`config.mk`:
```
export PLATFORM = sky130hd
export DESIGN_NAME = pipe_adder
export DESIGN_NICKNAME = d
export VERILOG_FILES = /design/src/rtl/pipe_adder.sv
export SDC_FILE = /design/constraint.sdc
export NUM_CORES = 1
export LEC_CHECK = 0
export CAP_MARGIN = 30
export CORE_UTILIZATION = 55
export DETAILED_ROUTE_END_ITERATION = 10
export PLACE_DENSITY = 0.81
export SYNTH_ARGS = -nofsm -noshare
export SYNTH_HDL_FRONTEND = slang
export SYNTH_SLANG_ARGS = --single-unit
```
`constraint.sdc`:
```
create_clock -name clk -period 4 [get_ports clk]
set_input_delay 0.6 -clock clk [delete_from_list [all_inputs] [get_ports clk]]
set_output_delay 0.6 -clock clk [all_outputs]
set_load 0.01 [all_outputs]
```
`src/rtl/pipe_adder.sv`:
```
// Pipelined WIDTH-bit add/subtract split into STAGES carry-chained slices with a valid/ready stream.
// Optional overflow flag output is enabled by defining PIPE_ADDER_OVF_EN.
module pipe_adder #(
  parameter int WIDTH  = 8,
  parameter int STAGES = 2,
  parameter bit SIGNED = 1'b0
) (
  input  logic             clk,
  input  logic             rst_n,
  input  logic             in_valid,
  output logic             in_ready,
  input  logic [WIDTH-1:0] a,
  input  logic [WIDTH-1:0] b,
  input  logic             op_sub,
  output logic             out_valid,
  input  logic             out_ready,
  output logic [WIDTH:0]   sum,
  output logic [15:0]      txn_count
`ifdef PIPE_ADDER_OVF_EN
  ,
  output logic             ovf
`endif
);

  localparam int unsigned SW = WIDTH / STAGES;
  localparam int unsigned XW = WIDTH + 1;

  // Each register level holds the operands entering its slice, the result bits
  // finished so far and the carry into its slice; the slice adder sits after it.
  logic [XW-1:0] opa_q [STAGES];
  logic [XW-1:0] opb_q [STAGES];
  logic [XW-1:0] res_q [STAGES];
  logic          cy_q  [STAGES];
  logic          v_q   [STAGES];
  logic          adv   [STAGES];
  logic [XW-1:0] res_d [STAGES];
  logic          cy_d  [STAGES];

  logic [XW-1:0] a_ext;
  logic [XW-1:0] b_mod;

  always_comb begin
    a_ext = SIGNED ? {a[WIDTH-1], a} : {1'b0, a};
    b_mod = (SIGNED ? {b[WIDTH-1], b} : {1'b0, b}) ^ {XW{op_sub}};
  end

  always_comb begin
    logic [XW-1:0] mask;
    logic [XW-1:0] t;
    logic [XW-1:0] t_hi;
    int unsigned   lo;
    int unsigned   hi_x;
    for (int unsigned i = 0; i < STAGES; i++) begin
      res_d[i] = '0;
      cy_d[i]  = 1'b0;
    end
    for (int unsigned i = 0; i < STAGES; i++) begin
      lo   = i * SW;
      hi_x = (i == STAGES - 1) ? XW : lo + SW;
      // Masked operands leave zeros below the slice, so the carry lands exactly at bit lo.
      mask = (XW'(1) << hi_x) - (XW'(1) << lo);
      t    = (opa_q[i] & mask) + (opb_q[i] & mask) + (XW'(cy_q[i]) << lo);
      t_hi = t >> hi_x;
      res_d[i] = (res_q[i] & ~mask) | (t & mask);
      cy_d[i]  = t_hi[0];
    end
  end

  always_comb begin
    for (int unsigned i = 0; i < STAGES; i++) adv[i] = 1'b0;
    adv[STAGES-1] = v_q[STAGES-1] & out_ready;
    for (int unsigned j = 1; j < STAGES; j++) begin
      adv[STAGES-1-j] = v_q[STAGES-1-j] & (!v_q[STAGES-j] | adv[STAGES-j]);
    end
  end

  always_comb begin
    in_ready  = !v_q[0] | adv[0];
    out_valid = v_q[STAGES-1];
    sum       = res_d[STAGES-1];
  end

`ifdef PIPE_ADDER_OVF_EN
  always_comb begin
    ovf = SIGNED ? (sum[WIDTH] ^ sum[WIDTH-1]) : sum[WIDTH];
  end
`endif

  always_ff @(posedge clk) begin
    if (!rst_n) begin
      for (int unsigned i = 0; i < STAGES; i++) begin
        v_q[i]   <= 1'b0;
        opa_q[i] <= '0;
        opb_q[i] <= '0;
        res_q[i] <= '0;
        cy_q[i]  <= 1'b0;
      end
      txn_count <= '0;
    end else begin
      if (out_valid && out_ready) txn_count <= txn_count + 16'd1;
      if (in_ready) begin
        v_q[0] <= in_valid;
        if (in_valid) begin
          opa_q[0] <= a_ext;
          opb_q[0] <= b_mod;
          res_q[0] <= '0;
          cy_q[0]  <= op_sub;
        end
      end
      for (int unsigned i = 1; i < STAGES; i++) begin
        if (!v_q[i] || adv[i]) begin
          v_q[i] <= v_q[i-1];
          if (v_q[i-1]) begin
            opa_q[i] <= opa_q[i-1];
            opb_q[i] <= opb_q[i-1];
            res_q[i] <= res_d[i-1];
            cy_q[i]  <= cy_d[i-1];
          end
        end
      end
    end
  end

endmodule

```
* Word-level counts from Yosys, hierarchy flattened
Memories as Yosys holds them, arrays and structs flattened.
Index checks and enable logic that the tools add are counted.
** Cells by class
- $add $sub $neg :: 5
- Multipliers :: 0
- Div/mod/pow operators :: 0
- Magnitude comparators :: 0
- Eq/ne operators :: 0
- Shift-type cells :: 0
- Mux-type cells :: 25
- Bitwise gates (word level) :: 17
- Reduce and logical (&&, ||, !) cells :: 4
** Operators with widths (number)
- two-way mux 9 bit :: 6
- two-way mux 1 bit :: 19
- adder 16 x 1 -> 16 bit (second input constant) :: 1
- OR 1 bit :: 12
- adder 9 x 5 -> 9 bit :: 1
- adder 9 bit :: 1
- OR 4 x 9 -> 9 bit :: 1
- OR 9 x 4 -> 9 bit :: 1
- bitwise XOR 8 x 9 -> 9 bit :: 1
- adder 4 x 4 -> 5 bit :: 1
- adder 5 x 1 -> 5 bit :: 1
- AND 1 bit :: 2
- logical NOT 1 bit :: 2
- logical AND 1 bit :: 1
- logical OR 1 bit :: 1
** Word-level totals
- Bits in registers :: 16
- Latch bits :: 0
- Memory bits (writable) :: 58
- Bits in read-only memories :: 0
- Input port bits :: 21
- Memories :: 5
** Memory list
- opa_q :: depth 2, bits a word 9, rd ports 2, clocked after Yosys merged registers in 0, wr ports 2, RTL line 30 : logic [XW-1:0] opa_q [STAGES];
- opb_q :: depth 2, bits a word 9, rd ports 2, clocked after Yosys merged registers in 0, wr ports 2, RTL line 31 : logic [XW-1:0] opb_q [STAGES];
- res_q :: depth 2, bits a word 9, rd ports 2, clocked after Yosys merged registers in 0, wr ports 2, RTL line 32 : logic [XW-1:0] res_q [STAGES];
- cy_q :: depth 2, bits a word 1, rd ports 2, clocked after Yosys merged registers in 0, wr ports 2, RTL line 33 : logic cy_q [STAGES];
- v_q :: depth 2, bits a word 1, rd ports 2, clocked after Yosys merged registers in 0, wr ports 2, RTL line 34 : logic v_q [STAGES];

* Longest topological paths before layout
An unclocked memory read counts as a cell.
- Depth in word-level cells :: 9
- Depth in mapped cells :: 8

* Least setup slack after synthesis
No wires, ideal clock.
- Kind :: register -> output
- From :: memory opa_q[0][13] (netlist bit)
- To :: output port sum[7]
- Arrival time :: 1.637 ns
- Slack :: 1.763 ns
- Stages on the path, launching flop included :: 9
- Path buffers :: 1
- Cell sequence :: edfxtp_1 inv_1 fa_1 inv_1 ha_1 inv_1 fa_1 xnor2_1 buf_4
** RTL lines
- start, declared :: RTL line 30
- end, declared :: RTL line 17 : output logic [WIDTH:0] sum,

==> metrics <==
status finished, final reports clean; switching share of power 24.7%; Final Setup Violations 0; H-tree depth 2; first-pass GRT wire length 6340 um; Clock Power Share 28.6%; worst rel slew slack 54.2%; Synth Register Bits just under 50; CTS Buf Count 5; Gate power share 15.5%; Lkg Pwr 1.15 nW; diode count 0; vias between 1500 and 2000; Post-DRT Antenna Nets 0; internal power ~0.0008 W; EDFF count, synth 33; f_max 0.331 GHz; Yosys warning total 0; Ports 48; number of global-route vias before repair about 1400; synthesis-to-finish area growth 22.4%; Yosys cell types 31; Synth Area in XOR/XNOR 7.54%; CTS sink count 49; Skew-Pair Late Insertion Delay ~0.31 ns; post-synthesis net count ~260; Slew @ Worst Pin 0.685 ns; vias per inst 5.17; Post-Synthesis Cell Area about 2400 um^2; main combinational cell family by area after synthesis simple AND/OR/NAND/NOR gates; worst endpoint required time 3.40 ns; hpwl dp roughly 3000 um; drc violations 0; Post-Synth Adder-Cell Area under 10%; # rows 23; proportion of synthesized area in mux cells 1.64%; antenna violations before repair 0; critical path arrival 2.42 ns; share of cells above drive strength 1 4.96%; Hold WC Path Type reg -> reg; P_sw 0.000259 W; compound-gate portion of the synthesized area under 10%; Hold-fix buffers, CTS 0; part of the power in registers 56.0%; All-Layer GR Usage 19.3%; post-CTS setup buffers 0; CP max FO 2; cells after synthesis 220; DP Cell Count 304; power per standard cell area ~350 nW/um^2; filler-free cell count of the finished design 312; DR WL/cell 13.0 um; clock skew 0.00962 ns; core area 4120 um^2; Root Driver clkbuf_8; Post-synth ARST share 0%; synthesized area per cell 11.1 um^2; fin util 72.6%; pre-CTS setup slack 1.30 ns; Initial Utilization between 50 and 60%; Routed WL around 4000 um; Setup crit end kind output port; Clk pin slew, worst setup/hold paths roughly 0.090 ns; Die Span X just under 70 um; unrepaired setup endpoints after global routing no; RePlAce Congestion around 0.85; most frequent cells in the layout clkdlybuf4s50_1 (47), edfxtp_1 (33), nor2_1 (23), and2_1 (21), dfxtp_1 (16); Synth Area in Simple Gates 19.5%; period utilisation layout between 70 and 80%; Nets approximately 300; Initial DRT Pass Iterations 4; final hold vios 0; max-cap violations 0; post-cts resize count 0; Port Buf Inserts 47; final setup margin between 0.9 and 1 ns; commonest non-fill, non-tap cell in the layout clkdlybuf4s50_1; Iteration-0 DRC Markers 65; clock tree buffer depth 2; Die Y 68.6 um; Setup TNS Final 0 ns; Worst VDD drop 0.234 mV; Final Max Slew Viols 0; hold_ws 0.492 ns; Tmin final 3.02 ns; die area approximately 4700 um^2; Seq/Total Area, Yosys 53.7%; Worst setup SP type register; top_reg_cell synth edfxtp_1; pin count of the biggest net entering global routing 20; remaining global-route overflow 0; WS Path Type reg -> out; CTS tree yes
-- per-stage QoR --
step	total power (W)	area [um^2]
final	0.00105	2990
after global routing	0.00110	2990
after CTS	0.00105	2990
after detailed placement	0.000761	2900
after floorplan	0.000706	2440
after global placement	0.000754	2900
-- worst max-delay path, cell delays in order (launching register included) --
cell and delay, ns:
edfxtp_1 0.33, inv_1 0.05, fa_1 0.41, inv_1 0.06
ha_1 0.15, inv_1 0.05, fa_1 0.37, xnor2_1 0.15
clkdlybuf4s50_1 0.54
-- worst paths after layout --
kind / depth (start not counted) / slack, ns / from / end
worst min-delay path: 2 / 0.49 / txn_count[15] / txn_count[15]
worst max register to register: 4 / 2.14 / v_q[0][1] / opb_q[0][8]
worst min register to register: 2 / 0.49 / txn_count[15] / txn_count[15]
worst max-delay path: 8 / 0.98 / opa_q[0][13] / sum[7]
-- synthesized netlist by cell type (2+ instances only) --
library cell / n / share of area (%)
and3_1: 2 / 0.51
buf_4: 9 / 2.8
a21o_1: 2 / 0.62
inv_1: 15 / 2.3
nor2b_1: 4 / 1.0
nor3_1: 3 / 0.62
nor4_1: 3 / 0.77
nand2b_1: 4 / 1.0
mux2i_1: 4 / 1.6
o21ai_0: 6 / 1.2
nand4_1: 7 / 1.8
dfxtp_1: 16 / 13
nor2_1: 23 / 3.5
nand2_1: 13 / 2.0
fa_1: 4 / 3.3
a21oi_1: 6 / 1.2
xnor2_1: 15 / 5.4
nand3_1: 2 / 0.41
xor2_1: 6 / 2.2
clkbuf_1: 4 / 0.62
and2_1: 21 / 5.4
ha_1: 10 / 5.1
edfxtp_1: 33 / 41
-- sequential cells by signal, summed over array words and instances (netlist names) --
register   flops
opb_q         14
res_q          4
cy_q           1
txn_count     16
opa_q         12
v_q            2
-- power groups by stage --
| stage | Combinational, W | Sequential [W] | Clock [W] |
|---|---|---|---|
| 6_report | 0.000162 | 0.000586 | 0.000299 |
| 5_1_grt | 0.000183 | 0.000588 | 0.000327 |
| 4_1_cts | 0.000165 | 0.000586 | 0.000302 |
| 3_5_place_dp | 0.000163 | 0.000598 | 0 |
| 3_3_place_gp | 0.000158 | 0.000596 | 0 |
| 2_1_floorplan | 0.000111 | 0.000595 | 0 |
-- metal layers --
metal / routed length [um] / vias up / GRT usage (%)
li1: - / 816 / -
met1: 1770 / 759 / 22.9
met2: 2050 / 32 / 31.6
met3: 152 / 5 / 4.44
met4: 75 / 0 / 11.7
met5: 0 / - / 0
-- logic make-up (layout without fill, tap and decap cells) --
kind of cell,after synthesis,after routing
simple gates,88,88
flops,49,49
buf+inv,30,72
xor+xnor,21,21
fa+ha+maj,14,14
compound gates,14,14
mux,4,4
-- area by class of cell --
class | count | area, um^2
inverters | 15 | 56.3
repair buffers | 49 | 485
multi-input cells | 141 | 981
clock buffers | 5 | 68.8
fillers | 309 | 1130
flip-flops and latches | 49 | 1310
clock inverters | 3 | 21.3
well taps | 50 | 62.6
No activity file was read; power rests on OpenSTA's default activity.
==> edit 1, RTL diff (config.mk and constraints unchanged) <==
Register the output `txn_count` once more, cleared by the reset; this adds one clock of latency there. The other outputs are not delayed to match.
--- a/src/rtl/pipe_adder.sv
+++ b/src/rtl/pipe_adder.sv
@@ -26,2 +26,4 @@
   localparam int unsigned XW = WIDTH + 1;
+
+  logic [15:0] txn_count_s0;
 
@@ -97,5 +99,5 @@
       end
-      txn_count <= '0;
+      txn_count_s0 <= '0;
     end else begin
-      if (out_valid && out_ready) txn_count <= txn_count + 16'd1;
+      if (out_valid && out_ready) txn_count_s0 <= txn_count_s0 + 16'd1;
       if (in_ready) begin
@@ -123,2 +125,10 @@
 
+  always_ff @(posedge clk) begin
+    if (!rst_n) begin
+      txn_count <= '0;
+    end else begin
+      txn_count <= txn_count_s0;
+    end
+  end
+
 endmodule
Function: changed (a bounded check fails within 4 cycles, from zero or initial values and one cycle with rst_n low).
==> edit 1 against the unedited design <==
- synthesized area rose by 16%
- total power rose by 38%
- global-route usage rose by 0.93 points
- setup slack got worse by 0.024 ns
- sequential cell count rose by 16
- register-to-register slack got worse by 0.10 ns
- routed wire length rose by 16%
- count of clock-buffer cells in the layout rose by 10
- final area rose by 17%
- critical path type unchanged
- critical endpoint unchanged
==> edit 1: results (changes against the unedited design) <==
| Metric | Value |
|---|---|
| CTS Buf Count | 9 (+4) |
| Share of cells above drive strength 1 | 6.376% (+1.4 points) |
| Syn avg cell area | 11.43 um2 (+3.1%) |
| Post-synthesis sequential area ratio | 57.55% (+3.8 points) |
| Overall routing resource usage | 20.21% (+0.93 points) |
| DRT Wirelength | 4701 um (+16%) |
| NumNets Final | 328 (+11%) |
| Initial DRC count | 123 (+89%) |
| Most common library cells after synthesis | and2_1, edfxtp_1, dfxtp_1, nor2_1, inv_1 |
| XOR/XNOR share of the synthesized area | 6.796% (-0.74 points) |
| FILL cells | 363 (+17%) |
| Post-synthesis compound-gate area fraction | 3.001% (-0.076 points) |
| Critical R2R Capture | opa_q[0][6] |
| Post-synth cell types | 29 (-6.5%) |
| HPWL after detailed placement | 3278 um (+11%) |
| Post-Layout Cell Count | 365 (+17%) |
| Biggest registers after layout | txn_count (16), txn_count_s0 (16), opb_q (14) |
| Hold endpoint | txn_count[15] |
| Mux cell area share after synthesis | 0.7944% (-0.85 points) |
| Synth Area in Adders | 7.237% (-1.2 points) |
| Worst Tran Pin Value | 0.6963 ns (+0.01167 ns) |
| Mapped Nets | 283 (+11%) |
| Dpl cell area | 0.003313 mm2 (+14%) |
| Number of global-route vias before repair | 1788 (+25%) |
| LEAKAGE | 1.382 nW (+20%) |
| Final Cycle Share | 76.10% (+0.60 points) |
| Htree depth | 3 (+1) |
| M1 GR Usage | 23.54% (+0.67 points) |
| Largest net degree at the start of global routing | 23 (+15%) |
| Status | finished, final reports clean |
| First-pass GRT wire length | 7831 um (+23%) |
| Clk_skew | 0.004499 ns (-0.005122 ns) |
| Peak supply drop | 0.4121 mV (+76%) |
[edit 1: worst max-delay path: cells and delay by family, from the launching register on]
kind,cells,cell delay (ns)
DFF,1,0.32
xor gates and xnor gates,1,0.16
adders and majority gates,3,0.93
buffers and inverters,4,0.70
[edit 1: power by group]
group	total, mW	switching [mW]	internal (mW)
Combinational	0.163	0.0757	0.0875
Sequential	0.746	0.0116	0.735
Clock	0.534	0.234	0.301
Total	1.44	0.321	1.12
[edit 1: cell type report]
cell class	instances	area (um2)	area share [%]
Clock buffer	15	188.9	5.387
Multi-Input combinational cell	153	1056	30.11
Sequential cell	65	1632	46.52
Tap cell	67	83.83	2.390
Inverter	15	56.30	1.605
Timing Repair Buffer	49	485.5	13.84
Clock inverter	1	5.005	0.1427
[edit 1: logic make-up after synthesis]
kind of cell,after synthesis
compound gates,16
buf+inv,30
simple gates,99
xor+xnor,22
mux,2
fa+ha+maj,14
flops,65
==> edit 2, RTL diff (same flow settings) <==
Made on the original files. The parameter `STAGES` goes from 2 to 4.
--- a/src/rtl/pipe_adder.sv
+++ b/src/rtl/pipe_adder.sv
@@ -4,3 +4,3 @@
   parameter int WIDTH  = 8,
-  parameter int STAGES = 2,
+  parameter int STAGES = 4,
   parameter bit SIGNED = 1'b0
Function: changed (Yosys sat finds a counterexample within 4 cycles, from zero or initial values and one cycle with rst_n low).
==> edit 2 against the unedited design <==
- total power grew 57%
- largest power group unchanged
- clock power grew 100%
- highest routed layer unchanged
- sequential cell count grew 31
- setup slack better by 0.26 ns
- routed wire length increased by 17%
- global-route usage is 2.9 points lower
- critical endpoint is now sum[8]
- core utilization fell by 3.3 points
- non-clock buffer count unchanged
- die area increased by 42%
- final area increased by 40%
- synthesized area grew 44%
==> edit 2: results (changes against the unedited design) <==
| Metric | Value |
|---|---|
| Cell family with most CP delay | buffers and inverters |
| NumNets Final | 363 (+23%) |
| Overall routing resource usage | 16.37% (-2.9 points) |
| FF-to-FF setup slack | 2.04 ns (-0.10 ns) |
| Dpl cell area | 0.003971 mm2 (+37%) |
| Mapped Nets | 321 (+26%) |
| Clk_skew | 0.006175 ns (-0.003446 ns) |
| Met2 wire length | 2397 um (+17%) |
| Share of cells above drive strength 1 | 6.548% (+1.6 points) |
| LEAKAGE | 1.596 nW (+39%) |
| HPWL after detailed placement | 3514 um (+20%) |
| Critical R2R Capture | res_q[1][1] |
| Worst slack at placement | 1.275 ns (-0.02561 ns) |
| Area contributors post-synth | edfxtp_1, dfxtp_1, and2_1, xnor2_1, fa_1 |
| Metal-1 WL | 2052 um (+16%) |
| Post-synth cell types | 35 (+13%) |
| Number of global-route vias before repair | 1899 (+33%) |
| Peak supply drop | 0.2675 mV (+15%) |
| Crit Path Max Fanout | 1 (-1) |
| Biggest registers after layout | opb_q (24), opa_q (20), txn_count (16) |
| Status | finished, final reports clean |
| Clk_lat worst skew | 0.33 ns (+0.02 ns) |
| RD Place Congestion | 0.7648 (-9.9%) |
| CTS Buf Count | 9 (+4) |
| Reg2reg start | v_q[3] |
==> edit 2: changes by cell type after synthesis, moves of 8 or more <==
cell      delta
nor2_1       +8
edfxtp_1    +25
and3_1      +12
inv_1       +11
and2_1      +10
==> edit 2: cell families after synthesis <==
kind of cell	after synthesis	share of synthesized area (%)
and+or+nand+nor	122	19.04
DFF	80	62.31
buffers and inverters	44	5.930
xor gates and xnor gates	21	5.252
AOI/OAI and AO/OA	11	1.822
adders and majority gates	10	5.073
muxes	2	0.5717
==> edit 2: through the flow <==
stage	utilization (%)	instances	hold WS (ns)
3_3_place_gp	65.91	396	0.4577
3_5_place_dp	65.91	396	0.4677
6_report	69.23	411	0.4724
5_1_grt	69.23	411	0.5052
2_1_floorplan	-	290	0.4522
4_1_cts	69.23	411	0.4781
==> edit 2: power breakdown <==
part	internal, mW	total (mW)	switching [mW]
combinational	0.0554	0.112	0.0567
clock	0.343	0.598	0.255
sequential	0.927	0.937	0.00996
total	1.33	1.65	0.322
==> edit 2: cell type report <==
type / instances / area (um2)
timing repair buffer: 49 / 485.5
clock inverter: 5 / 72.57
inverter: 26 / 97.59
tap: 75 / 93.84
sequential: 80 / 2182
clock buffer: 10 / 127.6
multi-input combinational: 166 / 1112
fill: 450 / 1854
==> edit 2: how the worst max path moves through the flow <==
| stage | end | slack (ns) | cells past startpoint |
|---|---|---|---|
| global route | sum[8] | 1.10 | 7 |
| detailed placement | in_ready | 1.28 | 4 |
| CTS | sum[8] | 1.19 | 7 |
| global placement | in_ready | 1.29 | 4 |
| finish | sum[8] | 1.24 | 7 |
| floorplan | sum[8] | 2.07 | 7 |
==> edit 2: metal layers <==
layer	GRT usage, %	up-vias
met4	8.246	0
met1	18.13	931
li1	-	1045
met2	29.26	45
met5	0	-
met3	3.778	10
